<file path="src/rtl/pms_port2_arbiter.sv">
// pms_port2_arbiter: owns pms memory port 2. Streams a boot/reload image from
// the loader into memory, then restores the PC/RA to the image base and hands
// the port to the core's single-cycle load/store requests.
//
// Ports:
//   clk, reset                    clock, synchronous active-high reset
//   ld_start/ld_base/ld_count     start a load of ld_count words at ld_base
//   ld_valid/ld_data/ld_ready     loader word handshake (one word per cycle)
//   ld_busy, ld_done              load in progress / completion pulse
//   core_req/we/addr/wdata        core access request (granted only in RUN)
//   core_grant, core_rvalid       same-cycle grant / read data valid next cycle
//   run_en                        core may advance
//   Memsrc, MemW2, MemR2, a2_1,   pms port-2 controls, address, write data
//   write2
//   restore, RArestore            PC/RA restore strobe and value (image base)
module pms_port2_arbiter #(
   parameter int unsigned AW = 16,
   parameter int unsigned DW = 16
) (
   input  logic          clk,
   input  logic          reset,
   input  logic          ld_start,
   input  logic [AW-1:0] ld_base,
   input  logic [AW-1:0] ld_count,
   input  logic          ld_valid,
   input  logic [DW-1:0] ld_data,
   output logic          ld_ready,
   output logic          ld_busy,
   output logic          ld_done,
   input  logic          core_req,
   input  logic          core_we,
   input  logic [AW-1:0] core_addr,
   input  logic [DW-1:0] core_wdata,
   output logic          core_grant,
   output logic          core_rvalid,
   output logic          run_en,
   output logic          Memsrc,
   output logic          MemW2,
   output logic          MemR2,
   output logic [AW-1:0] a2_1,
   output logic [DW-1:0] write2,
   output logic          restore,
   output logic [AW-1:0] RArestore
);

   typedef enum logic [1:0] {
      IDLE    = 2'd0,
      LOAD    = 2'd1,
      RELEASE = 2'd2,
      RUN     = 2'd3
   } state_t;

   state_t        state;
   logic [AW-1:0] addr_q;
   logic [AW-1:0] rem_q;
   logic [AW-1:0] base_q;
   logic          rvalid_q;
   logic          start_ok;

   // A new load is only accepted when no load/release is in flight.
   assign start_ok = ld_start && ((state == IDLE) || (state == RUN));

   // State, counters, latched base and read-valid.
   always_ff @(posedge clk) begin
      if (reset) begin
         state    <= IDLE;
         addr_q   <= '0;
         rem_q    <= '0;
         base_q   <= '0;
         rvalid_q <= 1'b0;
      end else begin
         rvalid_q <= (state == RUN) && core_req && !core_we;
         case (state)
            IDLE, RUN: begin
               if (start_ok) begin
                  addr_q <= ld_base;
                  rem_q  <= ld_count;
                  base_q <= ld_base;
                  state  <= (ld_count == '0) ? RELEASE : LOAD;
               end
            end
            LOAD: begin
               if (ld_valid) begin
                  addr_q <= addr_q + AW'(1);
                  rem_q  <= rem_q - AW'(1);
                  if (rem_q == AW'(1)) begin
                     state <= RELEASE;
                  end
               end
            end
            RELEASE: state <= RUN;
            default: state <= IDLE;
         endcase
      end
   end

   // Port-2 steering and status decode; reset forces everything quiet.
   always_comb begin
      ld_ready   = 1'b0;
      ld_busy    = 1'b0;
      ld_done    = 1'b0;
      core_grant = 1'b0;
      run_en     = 1'b0;
      Memsrc     = 1'b0;
      MemW2      = 1'b0;
      MemR2      = 1'b0;
      a2_1       = '0;
      write2     = '0;
      restore    = 1'b0;
      if (!reset) begin
         case (state)
            LOAD: begin
               ld_ready = 1'b1;
               ld_busy  = 1'b1;
               if (ld_valid) begin
                  Memsrc = 1'b1;
                  MemW2  = 1'b1;
                  a2_1   = addr_q;
                  write2 = ld_data;
               end
            end
            RELEASE: begin
               ld_busy = 1'b1;
               ld_done = 1'b1;
               restore = 1'b1;
            end
            RUN: begin
               run_en = 1'b1;
               if (core_req) begin
                  core_grant = 1'b1;
                  Memsrc     = 1'b1;
                  a2_1       = core_addr;
                  if (core_we) begin
                     MemW2  = 1'b1;
                     write2 = core_wdata;
                  end else begin
                     MemR2 = 1'b1;
                  end
               end
            end
            default: ;
         endcase
      end
   end

   assign core_rvalid = rvalid_q;
   assign RArestore   = base_q;

endmodule

</file>
<file path="config.mk">
export PLATFORM = sky130hd
export DESIGN_NAME = pms_port2_arbiter
export DESIGN_NICKNAME = d
export VERILOG_FILES = /design/src/rtl/pms_port2_arbiter.sv
export SDC_FILE = /design/constraint.sdc
export NUM_CORES = 1
export LEC_CHECK = 0
export ABC_AREA = 1
export CORE_MARGIN = 2
export CORE_UTILIZATION = 47
export DETAILED_ROUTE_END_ITERATION = 16
export PLACE_DENSITY = 0.87
export REMOVE_ABC_BUFFERS = 1
export SLEW_MARGIN = 20
export SYNTH_ARGS = -nofsm -noshare
export SYNTH_HDL_FRONTEND = slang
export SYNTH_SLANG_ARGS = --single-unit
export TNS_END_PERCENT = 20
</file>
<file path="constraint.sdc">
create_clock -name clk -period 3.75 [get_ports clk]
set_input_delay 0.75 -clock clk [delete_from_list [all_inputs] [get_ports clk]]
set_output_delay 0.75 -clock clk [all_outputs]
set_load 0.005 [all_outputs]
</file>
==> flow_metrics.tcl <==
set metrics [dict create \
    status "completed" \
    fin_area_sq_um 5004 \
    ant_nets 0 \
    clockRootBuffer "clkbuf_8" \
    synth_most_common_cell "nand2_1" \
    io_buffers 143 \
    fmaxAchievable_ghz 0.2913 \
    seq_area_frac_synth_pct 29.51 \
    die_area_sq_um 8063 \
    ir_drop_v 0.0003161 \
    layout-drive-gt1-share_pct 4.113 \
    critical_path.max_fanout 16 \
    synthTopCellsByCount "nand2_1 (155), nor2_1 (98), a21oi_1 (61), dfxtp_1 (51), inv_1 (51)" \
    overflow 0 \
    cts_max_path_buffers 2 \
    cp.required_ps 3000 \
    timing.rr.start "state[1]" \
    routedWlPerCell_um 13.47 \
    r2r_slack_ps 1350 \
    antenna_found_initial 0 \
    switching_share_pct 47.00 \
    dr.pass1.iters 5 \
    synth_edf_count 0 \
    crit_arrival_ps 2680 \
    gp_congestion 0.9336 \
    worstHoldPathCells 2 \
    yosys.area.top_type "dfxtp_1" \
    slew_violations 0 \
    ys_top_cells_by_area "dfxtp_1 (30%), nand2_1 (17%), nor2_1 (11%)" \
    syn-cell-area_sq_um 3460 \
    crit_path_start_kind "input port" \
    fin_crit_ps 3433 \
    hold_ws_ps 493.9 \
    grt_pass1_vias 3905 \
    placed_cell_area_sq_um 4887 \
    insertion_delay_ps 320 \
    coreArea_sq_um 7176 \
    synth_top_area_share_pct 29.51 \
    pwr-share-comb_pct 56.6 \
    area_delta_synth_final_pct 44.63 \
    setup_viol 0 \
    grt.total_usage_pct 25.80 \
    vias 4225 \
    rsz0062_at_grt "false" \
    chipHeight_um 89.80 \
    grt_pass1_wl_mm 17.68 \
    drc_errors 0 \
    ys_async_sr_fraction_pct 0 \
    slew-limit-headroom_pct 44.30 \
    placementRows 31 \
    pre_cts_ws_ps 321.4 \
    n_antenna_cell 0 \
    p_total_w 0.003126 \
    tightest_slew_ps 835.6 \
    reg2reg_to "rem_q[9]" \
    seqPwrFrac_pct 30.4 \
    ctsHoldBuffers 0 \
    setup.worst_path.class "in -> out" \
    cts_resized 0 \
    grt_max_degree 48 \
    r2r_cells 10 \
    synth_ff_type "dfxtp_1" \
    drtIter0Drc 292 \
    switching_power_w 0.001469 \
    h-tree-depth 2 \
    fin_nets 796 \
    synth.avg_cell_area_sq_um 5.985 \
    initial_core_util_pct 48.21 \
    finalHoldViolCount 0 \
    cts_tree "done" \
    ys_types 33 \
    fin_crit_sh_pct 91.56 \
    post_cts_buffers 0 \
    io_pins 144 \
    viasPerCell 5.255 \
    cellLeakagePower_nw 1.995 \
    hold_end "RArestore[1]" \
    hp-start "RArestore[1]" \
    dpl.hpwl_mm 7.942 \
    totalWireLength_mm 10.83 \
    netlist_instances 578 \
    numCtsBuffers 5 \
    ys_ff_latch 51 \
    tns_ps 0 \
    cap_violations 0 \
    yosysWarnings 0 \
    fin_ws_ps 316.6 \
    pwr-share-clk_pct 12.9 \
    critPathCaptureType "output pin" \
    power_density_nw_per_um2 624.8 \
    finClkSkew_ps 11.50 \
    clkTransAtPathRegs_ps 110 \
    min_path_type "reg -> reg" \
    p_int_w 0.001657 \
    cts_sinks 51 \
    die_w_um 89.80 \
]
stage by stage:
stage               utilization [%]  cells
floorplan                         -    548
global placement              68.11    796
finish                        69.73    804
detailed placement            68.11    796
CTS                           69.73    804
global route                  69.73    804
how the worst max path moves through the flow:
stage              from   endpoint  slack, ps  cells after the start
6_report       core_req  write2[2]        320                      8
5_1_grt        core_req  write2[2]        190                      8
4_1_cts        core_req  write2[2]        320                      8
3_5_place_dp   core_req  write2[2]        320                      8
3_3_place_gp   core_req  write2[2]        370                      8
2_1_floorplan  state[1]  write2[0]        910                      6
placed cells by master, fill, tap and decap left out, drive strengths merged:
cell type,Yosys,layout
o211ai,2,2
nand4,3,3
xnor2,1,1
o22ai,3,3
nand3b,1,1
nand3,28,28
nand2,157,157
bufinv,0,1
clkdlybuf4s50,0,142
a31oi,2,2
a21oi,66,66
ha,6,6
o21ai,47,47
nor3,5,5
nor2,102,102
buf,21,7
a211oi,2,2
xor2,1,1
o211a,1,1
a22oi,16,16
dfxtp,51,51
clkinv,1,2
inv,53,54
clkbuf,9,5
cell type report:
cell class	instances	area, sq um
Inverter	54	205.2
Clock buffer	5	68.82
Multi-Input combinational cell	443	2066
Clock inverter	3	47.55
Fill cell	637	2172
Timing Repair Buffer	149	1471
Sequential cell	51	1021
Tap cell	99	123.9
power groups by stage:
| stage | clock network [W] | registers [W] | logic (W) |
|---|---|---|---|
| floorplan | 0 | 0.000917 | 0.00114 |
| global placement | 0 | 0.000950 | 0.00170 |
| detailed placement | 0 | 0.000959 | 0.00174 |
| CTS | 0.000407 | 0.000947 | 0.00175 |
| global route | 0.000431 | 0.000982 | 0.00198 |
| finish | 0.000404 | 0.000951 | 0.00177 |
state kept, by name (all words and copies together) (netlist names):
register / cells
RArestore: 16
core_rvalid: 1
rem_q: 16
addr_q: 16
state: 2
metal layers:
metal  wire [um]  global-route usage, %  vias up
li1            -                      -     2126
met1        4471                  30.83     1905
met2        5417                  46.09      171
met3         695                  4.946       23
met4         243                  9.359        0
met5           0                      0        -
cell families (layout without fill, tap and decap cells):
kind of cell / count (synthesis) / in the layout / synth area share [%]
simple gates: 296 / 296 / 34.50
compound gates: 139 / 139 / 22.53
flops: 51 / 51 / 29.51
xor+xnor: 2 / 2 / 0.5064
fa+ha+maj: 6 / 6 / 2.170
buf+inv: 84 / 211 / 10.78
critical path, stage by stage:
cell and delay (ps):
clkdlybuf4s50_1 450, nand2_1 120, clkinv_1 100, nand2_1 60, inv_1 370, a22oi_1 180, nor2_1 130, clkdlybuf4s50_1 510
Note: power is estimated with default switching activity, not from simulation.
==> variant, RTL diff (config.mk and constraints unchanged) <==
Re-encode `state_t` (4 states) as one-hot, 4 bits wide.
--- a/src/rtl/pms_port2_arbiter.sv
+++ b/src/rtl/pms_port2_arbiter.sv
@@ -44,9 +44,9 @@
 );
 
-   typedef enum logic [1:0] {
-      IDLE    = 2'd0,
-      LOAD    = 2'd1,
-      RELEASE = 2'd2,
-      RUN     = 2'd3
+   typedef enum logic [3:0] {
+      IDLE    = 4'b0001,
+      LOAD    = 4'b0010,
+      RELEASE = 4'b0100,
+      RUN     = 4'b1000
    } state_t;
 
Check against the original RTL: same outputs for any inputs over 4 cycles, from zero or initial values and one cycle with reset high; so few cycles prove little.
==> variant against the unedited design <==
Setup slack worse by 0.14 ns. Sequential cell count up 2. Clock skew down 0.0014 ns. Routed wire length up 7.0%. Hold slack worse by 0.0062 ns. Via count up 6.0%. Power down 18%. Fmax down 4.0%. Cell area up 3.0%. Die area up 4.7%. Synthesized area up 4.9%. Highest routed layer unchanged. Combinational power down 29%.
==> variant: results <==
set metrics [dict create \
    peakVddDrop_v 0.000259 \
    antenna_found_initial 0 \
    synth_top_cells_by_count "157 x nand2_1, 105 x nor2_1, 57 x inv_1, 56 x a21oi_1, 53 x dfxtp_1" \
    numCtsBuffers 5 \
    hp-class "flop to flop" \
    ys_seq_area_share_pct 29.2 \
    portBuffers 143 \
    crit_path_end "Memsrc" \
    groute.usage.overall_pct 27.3 \
    clk_path_buf_depth 2 \
    drive_above_1_share_pct 4.09 \
    r2r_cells 9 \
    final.setup_skew_ns 0.0101 \
    gp_congestion 0.897 \
    synth-seq-cells 53 \
    first_pass_iters 5 \
    slew-limit-headroom_pct 51.6 \
    yosysWarnings 0 \
    antenna_cells 0 \
    status "finished clean" \
    r2r_end "rem_q[0]" \
    ctsResizeCount 0 \
    clk_pin_slew_worst_paths_ns 0.10 \
    ys_async_sr_fraction_pct 0 \
    slowest_stage "nor2_8" \
    post-cts-setup-buffers 0 \
    vias_per_cell 5.36 \
    r2r-start "state[1]" \
    drt_iter0_drc 234 \
    fill_cells 663 \
    grt_max_degree 47 \
    grt_pass1_wl_um 19000 \
    place_area_sq_mm 0.00505 \
    dpl.hpwl_um 8370 \
    path_max_fanout 46 \
    wl_per_cell_um 13.9 \
    ys_top_cells_by_area "dfxtp_1 29%, nand2_1 16%, nor2_1 11%, a21oi_1 7.7%, o21ai_0 6.6%" \
    startpoint "ld_valid" \
    max_stage_delay_ns 0.53 \
    cp.arrival_ns 2.83 \
    r2r_slack_ns 1.55 \
    ys_types 36 \
    fin_nets 821 \
    p_leak_uw 0.00214 \
    cts_htree_levels 2 \
    grt_pass1_vias 4179 \
    ctsRootBufferMaster "clkbuf_8" \
    clock_latency_ns 0.32 \
]
==> variant: per-stage QoR <==
stage / power (uW) / setup WS, ns / std cells
floorplan: 1700 / 1.49 / 577
global placement: 2130 / 0.215 / 827
detailed placement: 2180 / 0.189 / 827
CTS: 2540 / 0.187 / 835
global route: 2770 / 0.0978 / 835
finish: 2550 / 0.173 / 835
==> variant: layout make-up <==
| cell class | count | area (sq um) | share of cell area, % |
|---|---|---|---|
| Clock buffer | 6 | 82.6 | 1.60 |
| Timing Repair Buffer | 148 | 1460 | 28.4 |
| Clock inverter | 2 | 17.5 | 0.340 |
| Tap cell | 102 | 128 | 2.48 |
| Inverter | 61 | 234 | 4.54 |
| Multi-Input combinational cell | 463 | 2160 | 42.0 |
| Sequential cell | 53 | 1060 | 20.6 |
==> variant: worst min path at each step <==
stage	startpoint	endpoint	slack (ns)	depth (start not counted)
2_1_floorplan	addr_q[15]	addr_q[15]	0.46	2
3_3_place_gp	RArestore[8]	RArestore[8]	0.46	2
3_5_place_dp	RArestore[8]	RArestore[8]	0.47	2
4_1_cts	RArestore[8]	RArestore[8]	0.49	2
5_1_grt	RArestore[8]	RArestore[8]	0.51	2
6_report	RArestore[8]	RArestore[8]	0.49	2
==> variant: per-layer routing <==
layer	vias up	share of wire, %	GRT usage, %
met1	2044	41	33.7
li1	2205	-	-
met4	0	2.1	7.96
met2	201	49	47.9
met3	27	7.4	5.67
met5	-	0	0
==> variant: cells by family (layout without fill, tap and decap cells) <==
family | count (synthesis) | in the layout | share of synthesized area, %
simple gates | 324 | 324 | 37.4
xor+xnor | 3 | 3 | 0.724
buf+inv | 90 | 217 | 11.1
compound gates | 132 | 132 | 20.2
flops | 53 | 53 | 29.2
mux | 1 | 1 | 0.276
fa+ha+maj | 3 | 3 | 1.03
==> variant: worst max-delay path, delay by kind of cell <==
kind,cells,cell delay [ns]
buffers and inverters,4,1.34
and+or+nand+nor,1,0.53
AOI/OAI and AO/OA,1,0.19
==> variant: where the power goes <==
part | switching, uW | internal [uW]
registers | 182 | 752
clock network | 209 | 154
logic | 738 | 519
